$ cat src/rtl/traffic_pkg.sv
`default_nettype none
// ============================================================================
// Module      : traffic_pkg
// Description : Shared phase encodings and sizing helpers for the intersection
//               controller family.
// Revision    : 1.0 - initial release
// ============================================================================
package traffic_pkg;

  typedef logic [1:0] phase_t;

  localparam phase_t PH_ALL_RED = 2'd0;
  localparam phase_t PH_GREEN   = 2'd1;
  localparam phase_t PH_YELLOW  = 2'd2;
  localparam phase_t PH_FLASH   = 2'd3;

  // Index width for a direction count; never narrower than one bit.
  function automatic int dir_w(input int n);
    if (n < 2) return 1;
    return $clog2(n);
  endfunction

endpackage
`default_nettype wire

$ cat src/rtl/traffic_rr_pick.sv
`default_nettype none
// ============================================================================
// Module      : traffic_rr_pick
// Description : Combinational cyclic priority search: first set request bit
//               at or after start_i, wrapping N-1 -> 0.
// Revision    : 1.0 - initial release
// ============================================================================
import traffic_pkg::*;

module traffic_rr_pick #(
  parameter int N = 4,
  parameter int W = dir_w(N)
) (
  input  logic [N-1:0] req_i,
  input  logic [W-1:0] start_i,
  output logic         found_o,
  output logic [W-1:0] idx_o
);

  logic [W:0] w_cand;

  // Walk offsets from farthest to nearest so the nearest hit is written last.
  always_comb begin
    found_o = 1'b0;
    idx_o   = '0;
    w_cand  = '0;
    for (int k = N - 1; k >= 0; k--) begin
      w_cand = {1'b0, start_i} + (W+1)'(k);
      if (w_cand >= (W+1)'(N)) w_cand = w_cand - (W+1)'(N);
      if (req_i[w_cand[W-1:0]]) begin
        found_o = 1'b1;
        idx_o   = w_cand[W-1:0];
      end
    end
  end

endmodule
`default_nettype wire

$ cat src/rtl/traffic_phase_ctrl.sv
`default_nettype none
// ============================================================================
// Module      : traffic_phase_ctrl
// Description : N-direction intersection controller with sticky demand,
//               round-robin skip, rest-in-green, all-red clearance and flash.
// Revision    : 1.0 - initial release
// ============================================================================
import traffic_pkg::*;

module traffic_phase_ctrl #(
  parameter int NUM_DIR      = 4,
  parameter int TICK_DIV     = 10_000_000,
  parameter int GREEN_TICKS  = 30,
  parameter int YELLOW_TICKS = 3,
  parameter int ALLRED_TICKS = 1,
  parameter int CNT_W        = 8
) (
  input  logic                        clk,
  input  logic                        reset,
  input  logic [NUM_DIR-1:0]          req_i,
  input  logic                        flash_mode_i,
  output logic [NUM_DIR-1:0]          red_o,
  output logic [NUM_DIR-1:0]          yellow_o,
  output logic [NUM_DIR-1:0]          green_o,
  output logic [dir_w(NUM_DIR)-1:0]   active_dir_o,
  output logic [1:0]                  phase_o,
  output logic                        served_o
);

  localparam int DIR_W = dir_w(NUM_DIR);
  localparam int PS_W  = (TICK_DIV < 2) ? 1 : $clog2(TICK_DIV);

  localparam logic [PS_W-1:0]  C_PS_LAST = PS_W'(TICK_DIV - 1);
  localparam logic [CNT_W-1:0] C_GREEN   = CNT_W'(GREEN_TICKS);
  localparam logic [CNT_W-1:0] C_YELLOW  = CNT_W'(YELLOW_TICKS);
  localparam logic [CNT_W-1:0] C_ALLRED  = CNT_W'(ALLRED_TICKS);
  localparam logic [DIR_W-1:0] C_LAST_DIR = DIR_W'(NUM_DIR - 1);

  phase_t             r_state;
  logic [PS_W-1:0]    r_presc;
  logic [CNT_W-1:0]   r_timer;
  logic [DIR_W-1:0]   r_active;
  logic [NUM_DIR-1:0] r_req_latch;
  logic               r_flash_toggle;
  logic               r_served;

  logic               w_tick;
  logic               w_expire;
  logic [DIR_W-1:0]   w_start;
  logic               w_found;
  logic [DIR_W-1:0]   w_found_idx;
  logic [DIR_W-1:0]   w_pick;
  logic [NUM_DIR-1:0] w_active_oh;
  logic [NUM_DIR-1:0] w_pick_oh;
  logic               w_others_pending;

  assign w_tick   = (r_presc == C_PS_LAST);
  assign w_expire = w_tick && (r_timer == CNT_W'(1));

  assign w_start = (r_active == C_LAST_DIR) ? '0 : r_active + 1'b1;

  traffic_rr_pick #(
    .N (NUM_DIR),
    .W (DIR_W)
  ) u_rr_pick (
    .req_i   (r_req_latch),
    .start_i (w_start),
    .found_o (w_found),
    .idx_o   (w_found_idx)
  );

  // No pending demand means free rotation to the next direction.
  assign w_pick           = w_found ? w_found_idx : w_start;
  assign w_active_oh      = NUM_DIR'(1) << r_active;
  assign w_pick_oh        = NUM_DIR'(1) << w_pick;
  assign w_others_pending = |(r_req_latch & ~w_active_oh);

  always_ff @(posedge clk) begin
    if (reset) begin
      r_state        <= PH_ALL_RED;
      r_presc        <= '0;
      r_timer        <= C_ALLRED;
      r_active       <= '0;
      r_req_latch    <= '0;
      r_flash_toggle <= 1'b0;
      r_served       <= 1'b0;
    end else begin
      r_presc     <= w_tick ? '0 : r_presc + 1'b1;
      r_served    <= 1'b0;
      r_req_latch <= r_req_latch | req_i;
      if (w_tick && (r_timer != '0)) r_timer <= r_timer - 1'b1;

      case (r_state)
        PH_ALL_RED: begin
          if (w_expire) begin
            if (flash_mode_i) begin
              r_state <= PH_FLASH;
            end else begin
              r_state     <= PH_GREEN;
              r_active    <= w_pick;
              r_timer     <= C_GREEN;
              r_served    <= 1'b1;
              // A same-cycle request for the new owner survives the clear.
              r_req_latch <= (r_req_latch & ~w_pick_oh) | req_i;
            end
          end
        end
        PH_GREEN: begin
          if (flash_mode_i || (w_expire && w_others_pending)) begin
            r_state <= PH_YELLOW;
            r_timer <= C_YELLOW;
          end else if (w_expire) begin
            r_timer <= C_GREEN;
          end
        end
        PH_YELLOW: begin
          if (w_expire) begin
            r_state <= PH_ALL_RED;
            r_timer <= C_ALLRED;
          end
        end
        PH_FLASH: begin
          if (!flash_mode_i) begin
            r_state        <= PH_ALL_RED;
            r_timer        <= C_ALLRED;
            r_flash_toggle <= 1'b0;
          end else if (w_tick) begin
            r_flash_toggle <= ~r_flash_toggle;
          end
        end
        default: r_state <= PH_ALL_RED;
      endcase
    end
  end

  assign red_o    = (r_state == PH_ALL_RED) ? '1 :
                    (r_state == PH_FLASH)   ? '0 : ~w_active_oh;
  assign yellow_o = (r_state == PH_YELLOW)  ? w_active_oh :
                    (r_state == PH_FLASH)   ? {NUM_DIR{r_flash_toggle}} : '0;
  assign green_o  = (r_state == PH_GREEN)   ? w_active_oh : '0;

  assign active_dir_o = r_active;
  assign phase_o      = r_state;
  assign served_o     = r_served;

endmodule
`default_nettype wire

$ cat config.mk
export PLATFORM = sky130hd
export DESIGN_NAME = traffic_phase_ctrl
export DESIGN_NICKNAME = d
export VERILOG_FILES = /design/src/rtl/traffic_pkg.sv /design/src/rtl/traffic_rr_pick.sv /design/src/rtl/traffic_phase_ctrl.sv
export SDC_FILE = /design/constraint.sdc
export NUM_CORES = 1
export LEC_CHECK = 0
export CORE_MARGIN = 3
export CORE_UTILIZATION = 52
export DETAILED_ROUTE_END_ITERATION = 10
export GPL_TIMING_DRIVEN = 0
export PLACE_DENSITY = 0.76
export SYNTH_ARGS = -nofsm -noshare
export SYNTH_HDL_FRONTEND = slang
export SYNTH_SLANG_ARGS = --single-unit
$ cat constraint.sdc
create_clock -name clk -period 2.1 [get_ports clk]
set_clock_uncertainty 0.15 [all_clocks]
set_input_delay 0.21 -clock clk [delete_from_list [all_inputs] [get_ports clk]]
set_output_delay 0.21 -clock clk [all_outputs]
set_load 0.03 [all_outputs]
* After elaboration in Yosys (flattened, before gate mapping) *
Cells that the tools add are included.

word-level totals
  register bits after elaboration = 42
  bits in latches = 0
  memory bits (writable) = 0
  bits in read-only memories = 0
  bits of input ports = 7
  output and inout port bits = 17
  word-level logic and storage cells = 107
  memories = 0

cells by class
  add/sub/neg operators = 10
  multiply operators = 0
  divide/modulo/power cells = 0
  magnitude comparators = 8
  eq/ne operators = 11
  shift operators = 2
  multiplexer cells = 47
  bitwise logic cells = 10
  reductions and logical operators = 12

operator list
  operator                 count
  $mux W8                  7
  $mux W4                  8
  $pmux W8 S4              1
  $mux W2                  15
  $add A24 B1 Y24 const B  1
  $eq A24 B24 Y1 const B   1
  $lt A2 B3 Y1 const B     4
  $mux W1                  11
  $ge A3 B3 Y1 const B     3
  $and A4 B4 Y4            2
  $bmux W1 S2              4
  $eq A8 B1 Y1 const B     1
  $ne A2 B2 Y1 const B     4
  $not A4 Y4               2
  $or A4 B4 Y4             2
  $pmux W2 S4              1
  $reduce_bool A8 Y1       1
  $shl A1 B2 Y4 const A    2
  $sub A2 B1 Y2 const B    4
  $sub A8 B1 Y8 const B    1
  $add A2 B2 Y3 const B    2
  $eq A2 B2 Y1 const B     3
  $not A1 Y1               4
  $reduce_and A4 Y1        1
  13 further kinds         15

* Depth between registers and ports, before layout *
  depth after elaboration = 19
  gate-level depth with buffers = 8
  mapped depth without buffers = 8

* Hierarchy *
From an unflattened synthesis, not the netlist that was laid out.

unflattened totals
  cell total of the unflattened synthesis = 307
  area, all modules = 2499.9 um2

modules (own cells, without submodules)
  module              times used  cells an instance  area an instance (um2)  seq. area each (um2)
  traffic_phase_ctrl  1           294                2422.3                  840.8
  traffic_rr_pick     1           13                 77.6                    0.0

* Least setup slack after synthesis *
Ideal clock, no wire load.

  path type = register -> output
  from = register r_state[0], in the netlist phase_o[0]
  to = output yellow_o[0]
  data arrival time = 1.955 ns
  data required time = 1.740 ns
  path slack = -0.215 ns
  cell stages (with the launch flop) = 6
  buffers on the path = 3
  cell sequence = dfxtp_1 > clkbuf_1 > clkbuf_1 > clkbuf_1 > nand2_1 > a21oi_1

between the ends
  longest elaborated chain between the ends = 3
  elaborated cells between the ends (all ways) = 4
  those cells by class = 2 x eq/ne; 2 x mux

RTL lines
  item                    RTL line                   text
  from (decl)             traffic_phase_ctrl.sv:39   phase_t r_state;
  from (signal assigned)  traffic_phase_ctrl.sv:80   r_state <= PH_ALL_RED;
  from (signal assigned)  traffic_phase_ctrl.sv:97   r_state <= PH_FLASH;
  from (signal assigned)  traffic_phase_ctrl.sv:99   r_state <= PH_GREEN;
  $eq A2 B2 Y1            traffic_phase_ctrl.sv:139  (r_state == PH_FLASH) ? {NUM_DIR{r_flash_toggle}} : '0;
  $mux W4                 traffic_phase_ctrl.sv:139
  $mux W4 *               traffic_phase_ctrl.sv:138  assign yellow_o = (r_state == PH_YELLOW) ? w_active_oh :
  to (decl)               traffic_phase_ctrl.sv:23   output logic [NUM_DIR-1:0] yellow_o,

Every way passes the cells marked *; elsewhere a longest branch is shown, timed or not.

* Worst setup path in the final report *
  from = register r_presc[0]
  to = register r_timer[6]

between the ends
  longest elaborated chain between the ends = 6
  elaborated cells between the ends (all ways) = 13
  those cells by class = 1 x eq/ne; 8 x mux; 4 x reduce/logical

RTL lines
  item                                            RTL line                                             text
  from (decl)                                     traffic_phase_ctrl.sv:40                             logic [PS_W-1:0] r_presc;
  from (signal assigned)                          traffic_phase_ctrl.sv:88                             r_presc <= w_tick ? '0 : r_presc + 1'b1;
  $eq A24 B24 Y1 *                                traffic_phase_ctrl.sv:57                             assign w_tick = (r_presc == C_PS_LAST);
  $logic_and A1 B1 Y1, on equally long branches   traffic_phase_ctrl.sv:91, traffic_phase_ctrl.sv:58
  $mux W8 or $logic_and A1 B1 Y1 (tied branches)  traffic_phase_ctrl.sv:91, traffic_phase_ctrl.sv:109
  $mux W8, or another cell as far along           traffic_phase_ctrl.sv:112                            end else if (w_expire) begin
  $mux W8, on equally long branches               traffic_phase_ctrl.sv:109, traffic_phase_ctrl.sv:95
  $pmux W8 S4 *                                   traffic_phase_ctrl.sv:93                             case (r_state)
  to (signal assigned)                            traffic_phase_ctrl.sv:91                             if (w_tick && (r_timer != '0)) r_timer <= r_timer - 1'b1;
  to (decl)                                       traffic_phase_ctrl.sv:41                             logic [CNT_W-1:0] r_timer;

Marks and branches as above.
A chain may end at the register's enable or synchronous reset.

==> metrics.txt <==
status finished with violations; failing checks negative setup slack; router iterations before antenna repair 4; vias in the first global route 2325; Synth top area share 32.61%; area grow syn2layout 36.54%; CTS sink cnt 42; unrepaired setup endpoints after global routing yes; post-synthesis mux area share 0.7763%; vias per inst 5.781; Total Power 1.481 mW; compound-cell area share of the yosys netlist 16.45%; Yosys top cell by area dfxtp_1; nature of the critical path startpoint flip-flop; Post-Route WL 7.156 mm; Worst-path clk slew 0.09 ns; dpl ws -0.6223 ns; Root Buffer clkbuf_8; largest family of logic cells by synthesized area simple AND/OR/NAND/NOR gates; DRT iter0 DRCs 290; routed wire length per instance 16.15 um; Mapped Cells 329; CTS buffer count 5; Ys Warns 0; Final Hold Viols 0; WS Path Type flip-flop to flip-flop; first-pass GRT wire length 10.73 mm; Worst-Margin Slew 0.5700 ns; Netlist cell types 54; H-Tree Depth 2; EDFF count, synth 0; fmax 472.3 MHz; fin crit share 100.8%; DRC Markers 0; relative slew slack 62.00%; Final ANT Viol Nets 0; Period minus WS final 2.117 ns; ys async rst share 0%; antenna violations before repair 0; CP Capture Type flip-flop; average size of a mapped cell 7.838 um2; Mapped Area 0.002579 mm2; Critical Path RT 2.16 ns; Synth Area in Adders 3.882%; Die X-Extent 76.42 um; gpl congestion 0.9090; Yosys reg bits 42; Final nets 392; CORE AREA 0.004564 mm2; hpwl dp 4.185 mm; starting density of the core 56.50%; die height 76.42 um; total congestion overflow 0; worst hold slack 0.3013 ns; Final Setup Violations 4; XOR/XNOR Fraction of Synth Area 9.510%; layout cells sized above 1 32.80%; Hold Crit Class primary input to flip-flop; CTS Buffer Depth 2; num ports 24; die footprint 0.005840 mm2; most common cell after layout, fill and taps aside nor2_1; most frequent cells in the layout nor2_1, dfxtp_1, buf_4; Filler Cells Inserted 324; PwrDens 420.5 mW/mm2; Post-Synth Simple-Gate Area 32.75%; setup TNS -0.03550 ns; setup ws final -0.01746 ns; maximum number of pins on one net before global-route repair 15; Pleak 1.324 nW; IO Port Bufs 22; dominant synthesized flop cell dfxtp_1; Seq/Total Area, Yosys 32.61%; Util after Layout 77.14%; multi-input logic area 0.002007 mm2; cts hold-fix bufs 0; Skew-Pair Late Insertion Delay 0.31 ns; CP Max Fanout 7; VDD IR max 0.0003614 V; CP Data Arrival Time 2.17 ns; number of max-cap violations 0; Total GRT Usage 22.07%; count of pins over their slew limit 0; register area 867.1 um2; # diodes 0; TritonCTS clock tree built; dominant cells by area after synthesis dfxtp_1, nor2_1, xor2_1, xnor2_1, ha_1; DR vias 2561; synthesized net count 344; # rows 24
-- layer usage --
| layer | share of wire, % | track usage (%) | routed length, um | up-vias |
|---|---|---|---|---|
| met5 | 0 | 0 | 0 | - |
| met4 | 2.8 | 8.696 | 203 | 0 |
| met3 | 5.9 | 4.255 | 419 | 21 |
| met2 | 49 | 37.08 | 3522 | 94 |
| met1 | 42 | 27.71 | 3011 | 1198 |
| li1 | - | - | - | 1248 |
-- Yosys cell counts, drive strengths merged, types with 2 or more instances --
| cell | n |
|---|---|
| nand2b | 14 |
| nor2b | 4 |
| nand2 | 25 |
| or3 | 4 |
| or2 | 2 |
| a211oi | 4 |
| a2bb2oi | 3 |
| inv | 12 |
| and4 | 3 |
| dfxtp | 42 |
| clkbuf | 14 |
| xor2 | 15 |
| nand4 | 7 |
| a21o | 7 |
| nand3 | 14 |
| ha | 8 |
| nor4 | 7 |
| o41ai | 2 |
| xnor2 | 13 |
| and3 | 5 |
| o22ai | 2 |
| and2 | 9 |
| nor2 | 53 |
| mux2i | 2 |
| nor3 | 6 |
| a21oi | 16 |
| o21ai | 15 |
| a311oi | 4 |
-- through the flow --
stage                     cell area, um2  cells
after floorplan                     2664    329
after global routing                3521    443
after global placement              2965    416
after detailed placement            2965    416
final                               3521    443
after CTS                           3239    434
-- path summary, 6_finish.rpt --
kind,from,endpoint,slack [ns],cells past startpoint
worst min-delay path,reset,served_o$_SDFF_PP0_,0.30,2
worst min register to register,active_dir_o[0]$_SDFFE_PP0P_,active_dir_o[0]$_SDFFE_PP0P_,0.39,2
worst max register to register,r_presc[0]$_SDFF_PP0_,r_timer[6]$_SDFF_PP0_,-0.02,8
worst max-delay path,r_presc[0]$_SDFF_PP0_,r_timer[6]$_SDFF_PP0_,-0.02,8
-- final cells by class --
| class | instances | area share (%) |
|---|---|---|
| Tap cell | 65 | 2.310 |
| Timing Repair Buffer | 42 | 9.346 |
| Clock buffer | 5 | 1.955 |
| Multi-Input combinational cell | 260 | 57.00 |
| Sequential cell | 42 | 24.63 |
| Clock inverter | 3 | 0.6041 |
| Inverter | 12 | 1.279 |
| Buffer | 14 | 2.878 |
-- logic make-up after synthesis --
logic type / count (synthesis)
buf+inv: 27
compound gates: 64
fa+ha+maj: 8
simple gates: 158
flops: 42
xor+xnor: 28
mux: 2
-- power breakdown --
part	internal (mW)	switching (mW)
Clock	0.234	0.307
Sequential	0.803	0.0154
Combinational	0.0542	0.0669
-- critical path, stage by stage, from the launching register on --
cell	delay (ns)
dfxtp_4	0.36
ha_4	0.14
and4_4	0.26
nand4_4	0.13
or3_4	0.41
buf_8	0.16
a21oi_2	0.15
a21oi_2	0.08
and2_1	0.17
-- timing repair --
item	CTS	global route
pin swaps	8	11
setup endpoints to repair	49	45
setup buffers	11	9
resized for setup	87	64
-- flip-flops by register name, summed over array words and instances, names as in the netlist --
name	cells
r_flash_toggle	1
served_o	1
phase_o	2
active_dir_o	2
r_presc	24
r_timer	8
r_req_latch	4
No activity file was read; power rests on OpenSTA's default activity.
